## src/rtl/address_sequencer_pkg.sv

```systemverilog
// Shared types for the address sequencer: addressing modes and controller states.
package address_sequencer_pkg;

  typedef enum logic [1:0] {
    LINEAR = 2'b00,
    LFSR   = 2'b01,
    WRAP   = 2'b10
  } mode_e;

  typedef enum logic {
    IDLE = 1'b0,
    RUN  = 1'b1
  } state_e;

  // The unused encoding 2'b11 behaves as LINEAR.
  function automatic mode_e decode_mode(input logic [1:0] raw);
    mode_e m;
    case (raw)
      2'b01:   m = LFSR;
      2'b10:   m = WRAP;
      default: m = LINEAR;
    endcase
    return m;
  endfunction

endpackage

```

## src/rtl/galois_lfsr_step.sv

```systemverilog
// One Galois LFSR step under a state mask; an all-zero result is forced to 1
// so the register can never lock up.
module galois_lfsr_step #(
  parameter int ADDRESS_WIDTH = 48
) (
  input  logic [ADDRESS_WIDTH-1:0] state_in,
  input  logic [ADDRESS_WIDTH-1:0] taps,
  input  logic [ADDRESS_WIDTH-1:0] mask,
  output logic [ADDRESS_WIDTH-1:0] state_out
);

  localparam logic [ADDRESS_WIDTH-1:0] ONE = {{(ADDRESS_WIDTH-1){1'b0}}, 1'b1};

  logic [ADDRESS_WIDTH-1:0] shifted;

  always_comb begin
    shifted   = ((state_in >> 1) ^ (state_in[0] ? taps : '0)) & mask;
    state_out = (shifted == '0) ? ONE : shifted;
  end

endmodule

```

## src/rtl/address_sequencer.sv

```systemverilog
// Address generator emitting transfer_count addresses in LINEAR, WRAP or LFSR
// order over a valid/ready handshake, with a one-cycle done pulse at the end.
//
// state | meaning
// IDLE  | waiting for start; done may pulse for one cycle after a sequence
// RUN   | address_valid high, advancing on each accepted address
module address_sequencer
  import address_sequencer_pkg::*;
#(
  parameter int ADDRESS_WIDTH = 48,
  parameter int COUNT_WIDTH   = 32
) (
  input  logic                     clock,
  input  logic                     reset,
  input  logic                     start,
  input  logic                     abort,
  input  logic [1:0]               mode,
  input  logic [ADDRESS_WIDTH-1:0] range_start,
  input  logic [ADDRESS_WIDTH-1:0] range_increment,
  input  logic [ADDRESS_WIDTH-1:0] range_limit,
  input  logic [ADDRESS_WIDTH-1:0] lfsr_seed,
  input  logic [ADDRESS_WIDTH-1:0] lfsr_taps,
  input  logic [ADDRESS_WIDTH-1:0] lfsr_mask,
  input  logic [ADDRESS_WIDTH-1:0] final_mask,
  input  logic [COUNT_WIDTH-1:0]   transfer_count,
  output logic                     address_valid,
  input  logic                     address_ready,
  output logic [ADDRESS_WIDTH-1:0] address,
  output logic                     busy,
  output logic                     done,
  output logic [COUNT_WIDTH-1:0]   count_remaining
);

  localparam logic [ADDRESS_WIDTH-1:0] ONE = {{(ADDRESS_WIDTH-1){1'b0}}, 1'b1};

  state_e                   state_q, state_d;
  mode_e                    mode_q, mode_d;
  logic [ADDRESS_WIDTH-1:0] start_q, start_d;
  logic [ADDRESS_WIDTH-1:0] inc_q, inc_d;
  logic [ADDRESS_WIDTH-1:0] limit_q, limit_d;
  logic [ADDRESS_WIDTH-1:0] taps_q, taps_d;
  logic [ADDRESS_WIDTH-1:0] lmask_q, lmask_d;
  logic [ADDRESS_WIDTH-1:0] fmask_q, fmask_d;
  logic [ADDRESS_WIDTH-1:0] cur_q, cur_d;
  logic [COUNT_WIDTH-1:0]   count_q, count_d;
  logic                     done_q, done_d;

  logic [ADDRESS_WIDTH:0]   sum;
  logic [ADDRESS_WIDTH-1:0] lfsr_next;
  logic [ADDRESS_WIDTH-1:0] next_addr;
  logic [ADDRESS_WIDTH-1:0] seed_load;
  mode_e                    mode_in;

  galois_lfsr_step #(.ADDRESS_WIDTH(ADDRESS_WIDTH)) u_lfsr_step (
    .state_in  (cur_q),
    .taps      (taps_q),
    .mask      (lmask_q),
    .state_out (lfsr_next)
  );

  always_comb begin
    sum       = {1'b0, cur_q} + {1'b0, inc_q};
    next_addr = sum[ADDRESS_WIDTH-1:0];
    case (mode_q)
      LFSR: next_addr = lfsr_next;
      // Carry-out or passing the inclusive limit both fold back to the start.
      WRAP: if (sum[ADDRESS_WIDTH] || (sum[ADDRESS_WIDTH-1:0] > limit_q)) next_addr = start_q;
      default: next_addr = sum[ADDRESS_WIDTH-1:0];
    endcase
  end

  always_comb begin
    mode_in   = decode_mode(mode);
    seed_load = lfsr_seed & lfsr_mask;
    if (seed_load == '0) seed_load = ONE;
  end

  always_comb begin
    state_d = state_q;
    mode_d  = mode_q;
    start_d = start_q;
    inc_d   = inc_q;
    limit_d = limit_q;
    taps_d  = taps_q;
    lmask_d = lmask_q;
    fmask_d = fmask_q;
    cur_d   = cur_q;
    count_d = count_q;
    done_d  = 1'b0;
    case (state_q)
      IDLE: begin
        if (start) begin
          if (transfer_count == '0) begin
            done_d = 1'b1;
          end else begin
            state_d = RUN;
            mode_d  = mode_in;
            start_d = range_start;
            inc_d   = range_increment;
            limit_d = range_limit;
            taps_d  = lfsr_taps;
            lmask_d = lfsr_mask;
            fmask_d = final_mask;
            count_d = transfer_count;
            cur_d   = (mode_in == LFSR) ? seed_load : range_start;
          end
        end
      end
      RUN: begin
        if (abort) begin
          state_d = IDLE;
          count_d = '0;
        end else if (address_ready) begin
          cur_d   = next_addr;
          count_d = count_q - COUNT_WIDTH'(1);
          if (count_q == COUNT_WIDTH'(1)) begin
            state_d = IDLE;
            done_d  = 1'b1;
          end
        end
      end
      default: state_d = IDLE;
    endcase
  end

  always_ff @(posedge clock or posedge reset) begin
    if (reset) begin
      state_q <= IDLE;
      mode_q  <= LINEAR;
      start_q <= '0;
      inc_q   <= '0;
      limit_q <= '0;
      taps_q  <= '0;
      lmask_q <= '0;
      fmask_q <= '0;
      cur_q   <= '0;
      count_q <= '0;
      done_q  <= 1'b0;
    end else begin
      state_q <= state_d;
      mode_q  <= mode_d;
      start_q <= start_d;
      inc_q   <= inc_d;
      limit_q <= limit_d;
      taps_q  <= taps_d;
      lmask_q <= lmask_d;
      fmask_q <= fmask_d;
      cur_q   <= cur_d;
      count_q <= count_d;
      done_q  <= done_d;
    end
  end

  assign address_valid   = (state_q == RUN);
  assign busy            = (state_q == RUN);
  assign address         = cur_q & fmask_q;
  assign done            = done_q;
  assign count_remaining = count_q;

endmodule

```

## config.mk

```make
export PLATFORM = sky130hd
export DESIGN_NAME = address_sequencer
export DESIGN_NICKNAME = d
export VERILOG_FILES = /design/src/rtl/address_sequencer_pkg.sv /design/src/rtl/galois_lfsr_step.sv /design/src/rtl/address_sequencer.sv
export SDC_FILE = /design/constraint.sdc
export NUM_CORES = 1
export LEC_CHECK = 0
export ABC_AREA = 1
export CAP_MARGIN = 20
export CORE_MARGIN = 2
export CORE_UTILIZATION = 25
export DETAILED_ROUTE_END_ITERATION = 7
export GPL_TIMING_DRIVEN = 0
export MAX_ROUTING_LAYER = met4
export PLACE_DENSITY = 0.48
export SLEW_MARGIN = 5
export SYNTH_ARGS = -nofsm -noshare
export SYNTH_HDL_FRONTEND = slang
export SYNTH_SLANG_ARGS = --single-unit
```

## constraint.sdc

```tcl
create_clock -name clock -period 17.7 [get_ports clock]
set_clock_uncertainty 0.15 [all_clocks]
set_input_delay 4.425 -clock clock [delete_from_list [all_inputs] [get_ports clock]]
set_output_delay 4.425 -clock clock [all_outputs]
set_load 0.05 [all_outputs]
```

### Yosys cells after proc, flatten, opt, wreduce, memory -nomap -nowiden

Cells that the tools add are included.

| operators by class | value |
|---|---|
| add/sub/neg operators | 2 |
| $lt $le $gt $ge | 1 |
| eq/ne operators | 11 |
| muxes and demuxes | 29 |
| bitwise gates (word level) | 6 |
| reductions and logical operators | 7 |

Operator list:

| kind | count |
|---|---|
| 48-bit 2-to-1 mux | 9 |
| 48-bit one-hot mux with 2 select lines | 2 |
| 48-bit bitwise AND | 3 |
| 32-bit 2-to-1 mux | 4 |
| 48-bit logical NOT | 2 |
| 32-bit one-hot mux with 2 select lines | 1 |
| 48-bit by 48-bit adder with 49-bit output | 1 |
| 48-bit greater-than comparator | 1 |
| 47-bit by 48-bit bitwise XOR with 48-bit output | 1 |
| 32-bit by 1-bit equality test with 1-bit output, second input constant | 1 |
| 32-bit logical NOT | 1 |
| 32-bit by 1-bit subtractor with 32-bit output, second input constant | 1 |
| 1-bit 2-to-1 mux | 10 |
| 2-bit inequality test, second input constant | 4 |
| 2-bit by 1-bit equality test with 1-bit output, second input constant | 3 |
| 3-bit AND reduction | 2 |
| 2-bit equality test, second input constant | 2 |
| 1-bit one-hot mux with 2 select lines | 2 |
| 2-bit one-hot mux with 2 select lines | 1 |
| 4-bit AND reduction | 1 |
| 3-bit inequality test, second input constant | 1 |
| 1-bit NOT | 2 |
| 1-bit logical OR | 1 |

| storage, ports and cells | value |
|---|---|
| bits in registers | 372 |
| input port bits | 375 |
| output and inout bits | 83 |
| word-level logic and storage cells | 67 |

### Logic depth before layout (Yosys ltp)

| logic depth | value |
|---|---|
| depth after elaboration | 9 |
| depth in mapped cells | 36 |
| depth with buffers taken out | 35 |

### By module

From an unflattened synthesis, not the netlist that was laid out.

| second synthesis, totals | value |
|---|---|
| cell total of the unflattened synthesis | 3846 |
| area, all modules | 25139.1 µm² |

By module, submodules not included:

| module | times used | cells each | area an instance (µm²) | sequential area each (µm²) |
|---|---|---|---|---|
| address_sequencer | 1 | 3505 | 23632.7 | 9308.9 |
| galois_lfsr_step | 1 | 341 | 1506.4 | 0.0 |

### Worst setup path after synthesis

OpenSTA, ideal clock, no wires.

| path | value |
|---|---|
| kind | input to register |
| from | input transfer_count[30] |
| to | register cur_q[10] |
| library setup time | 0.077 ns |
| data arrival time | 5.832 ns |
| data required time | 17.473 ns |
| setup slack | 11.641 ns |
| stages on the path | 11 |
| buffers on the path | 2 |
| path through | nor4_1 nand2_1 nor2_1 nand4_1 nand2_1 a22oi_1 inv_2 buf_2 buf_1 nor2_1 a21oi_1 |

| on the way | value |
|---|---|
| longest elaborated chain between the ends | 3 |

Ends and longest elaborated chain:

| item | line | source |
|---|---|---|
| start, declared | address_sequencer.sv:25 | `input logic [COUNT_WIDTH-1:0] transfer_count,` |
| 32-bit logical NOT | address_sequencer.sv:93 | `if (transfer_count == '0) begin` |
| 2-bit inequality test (no source line) | -- |  |
| 4-bit AND reduction (no source line) | -- |  |
| end signal, assigned | address_sequencer.sv:148 | `cur_q <= cur_d;` |
| end, declared | address_sequencer.sv:44 | `logic [ADDRESS_WIDTH-1:0] cur_q, cur_d;` |

Every way passes these cells.
A chain may end at the register's enable or synchronous reset.

### Worst setup path after layout

| path | value |
|---|---|
| from | input transfer_count[25] |
| to | register limit_q[39] |

| on the way | value |
|---|---|
| longest elaborated chain between the ends | 3 |

Ends and longest elaborated chain:

| item | line | source |
|---|---|---|
| 32-bit logical NOT | address_sequencer.sv:93 |  |
| 1-bit NOT (no source line) | -- |  |
| 3-bit AND reduction (no source line) | -- |  |
| end signal, assigned | address_sequencer.sv:144 | `limit_q <= limit_d;` |
| end, declared | address_sequencer.sv:40 | `logic [ADDRESS_WIDTH-1:0] limit_q, limit_d;` |

Every way passes these cells.

==> out/results.ini <==
[cts]
htree_num_levels=2
cts_tree=done
clkLatencyLatePin_ps=610
cts.sinks=372
cts_setup_buffers=0
root_buffer=clkbuf_16
numCtsBuffers=49
cts.path.max_buffers=3
ctsHoldBuffers=0
cts_resized=0
clk_pin_slew_ps=60

[synthesis]
yosysSeqAreaShare_pct=37.98
synth_fa_ha_area_share_pct=5.186
synth-compound-area-share_pct=9.908
synth_cells=3755
synth_top_area_share_pct=37.98
synth_area_um2=24510
synth_mux_area_share_pct=0
synth.ff_latch_count=372
yosysMostFrequentCell=nand2_1
synth_top_family_by_area=simple AND/OR/NAND/NOR gates
synth-simple-area-share_pct=36.55
async_flop_share_pct=100.0
yosysUniqueCellTypes=46
synth_warnings=0
yosys-top-cells-count=nand2_1 (1,525), inv_1 (426), dfrtp_1 (372), nor2_1 (335), a21oi_1 (227)
synth_top_area_cell=dfrtp_1
syn_nets=4231
syn_area_per_cell_um2=6.528
dominantRegCellSynth=dfrtp_1
synth.top_cells.by_area=dfrtp_1 (38%), nand2_1 (23%), inv_1 (6.5%)
synth_edf_count=0
synth_xor_area_share_pct=0.9648

[routing]
drt-initial-drc-count=2113
via_per_inst=4.758
ant_nets=0
drtPass1Iterations=6
finalWirelength_um=127200
vias=26700
routedWlPerCell_um=22.66
drc=0

[critical_path]
max_stage_delay_ps=870
cp-end-kind=flip-flop
cp_cell_sequence=clkdlybuf4s50_1, nor4_1, nand2_1, nor2_1, nand4_1, nand2_1, nor2_1, clkbuf_1, buf_1, nand2_1, o21ai_0
crit_type=in2reg
cpMostUsedCell=nand2_1
critical_path.max_fanout=10
path_buf_inv=3
cp.required_ps=18060
cp_top_family=buffers and inverters
setup.worst_path.start_class=primary input
cp_slowest_cell=nor2_1
crit_arrival_ps=8300

[placed_design]
place.gp.congestion=0.9442
io_buffers=457
dp_hpwl_um=102400
place_ws_ps=9141

[die]
die_area_um2=100600
die_x_um=317.1
core_area_um2=96990
ios=458
die_h_um=317.1
initial_core_util_pct=25.27
rows=114

[global_route]
grt_max_degree=108
grt_overflow=0
antenna_found_initial=24
grt_pass1_wl_um=180000
grt_pass1_vias=25800
grtUsageTotal_pct=25.51

[sta]
setup_viol_count_final=0
slew_viol_final=0
max_freq_mhz=125.9
hold_ws_ps=316.5
worst_slack_ps=9759
period_share_pct=44.87
rsz0062_at_grt=no
setup_tns_ps=0
hold_violations=0
fin_crit_ps=7941
worst_slew_pin_slew_ps=1154
max-slew-margin-rel_pct=22.81

[job]
maxCapViolCount=0

[run_status]
status=complete, no violations

[worst_hold_path]
hold_class=reg2reg

[final_layout]
nets=4750
area_growth_syn_to_layout_pct=33.29
final.fill_count=10860
layout-drive-gt1-share_pct=3.758

[power_and_ir_drop]
leakagePower_nw=16.49
ir_worst_vdd_mv=0.1160
power_density_nw_per_um2=177.3

report_power, final:
part / internal, mW / leakage [nW] / switching, mW
logic: 1.06 / 11.1 / 2.31
registers: 1.06 / 4.54 / 0.279
clock network: 0.646 / 0.820 / 0.435
total: 2.77 / 16.5 / 3.02
state kept, by name, summed over array words and instances, names as in the netlist:
name,cells
fmask_q,48
limit_q,48
lmask_q,48
done,1
taps_q,48
mode_q,2
address_valid,1
start_q,48
cur_q,48
count_remaining,32
inc_q,48
logic make-up (layout without fill, tap and decap cells):
group | Yosys count | in the layout
AO/OA/AOI/OAI | 455 | 455
XOR/XNOR | 27 | 27
adder cells (fa/ha/maj) | 101 | 101
buffers and inverters | 587 | 1143
flip-flops | 372 | 372
other | 0 | 25
AND/OR/NAND/NOR | 2213 | 2213
per-stage QoR:
| stage | total power [mW] | utilization, % | instances | instance area, µm² |
|---|---|---|---|---|
| final | 5.791 | 33.68 | 5612 | 32670 |
| after global routing | 6.211 | 33.68 | 5611 | 32670 |
| after CTS | 5.799 | 33.62 | 5587 | 32610 |
| after detailed placement | 4.690 | 31.87 | 5499 | 30920 |
| after global placement | 4.647 | 31.63 | 5488 | 30680 |
| after floorplan | 3.321 | - | 3755 | 24510 |
metal layers:
layer  routed length, µm  vias up  track usage [%]
met4                2722        0            5.260
met3                8629      122            4.650
met2               59750      898            41.77
li1                    -    12860                -
met1               56050    12820            32.89
met5                   0        -                -
path summary, 6_finish.rpt:
| path | startpoint | to | slack, ps | cells past startpoint |
|---|---|---|---|---|
| max reg2reg | cur_q[1]$_DFFE_PP0P_ | cur_q[31]$_DFFE_PP0P_ | 11830 | 29 |
| max | transfer_count[25] | limit_q[39]$_DFFE_PP0P_ | 9760 | 11 |
| min in group asynchronous | reset | fmask_q[7]$_DFFE_PP0P_ | 4170 | 2 |
| min reg2reg | fmask_q[11]$_DFFE_PP0P_ | fmask_q[11]$_DFFE_PP0P_ | 320 | 2 |
| min | fmask_q[11]$_DFFE_PP0P_ | fmask_q[11]$_DFFE_PP0P_ | 320 | 2 |
| max in group asynchronous | reset | fmask_q[36]$_DFFE_PP0P_ | 11760 | 4 |
cells in the final DEF, fill, tap and decap left out, drive strengths merged, types with 8 or more instances in the layout:
| cell | netlist | layout |
|---|---|---|
| a21o | 18 | 18 |
| a21oi | 229 | 229 |
| buf | 60 | 71 |
| clkbuf | 90 | 160 |
| clkdlybuf4s50 | 0 | 457 |
| clkinv | 3 | 11 |
| dfrtp | 372 | 372 |
| diode | 0 | 25 |
| ha | 100 | 100 |
| inv | 434 | 434 |
| nand2 | 1527 | 1527 |
| nand3 | 226 | 226 |
| nand3b | 45 | 45 |
| nand4 | 35 | 35 |
| nor2 | 344 | 344 |
| nor3 | 16 | 16 |
| nor4 | 14 | 14 |
| o21ai | 163 | 163 |
| o21bai | 8 | 8 |
| o22ai | 14 | 14 |
| xnor2 | 12 | 12 |
| xor2 | 15 | 15 |
worst reg2reg max path, delay by kind of cell, from the launching register on:
kind	cells	cell delay (ps)
fa+ha+maj	2	760
simple gates	19	2280
xor+xnor	1	340
compound gates	3	660
buf+inv	4	1030
flops	1	530
layout make-up:
type	count	area, µm²	share of cell area, %
Antenna cell	25	62.56	0.1915
Buffer	150	668.1	2.045
Clock buffer	70	1426	4.366
Clock inverter	18	265.3	0.8119
Inverter	437	1648	5.044
Multi-Input combinational cell	2796	12900	39.47
Sequential cell	372	9309	28.49
Tap cell	1276	1597	4.887
Timing Repair Buffer	468	4798	14.69
(Power assumes the default switching activity.)
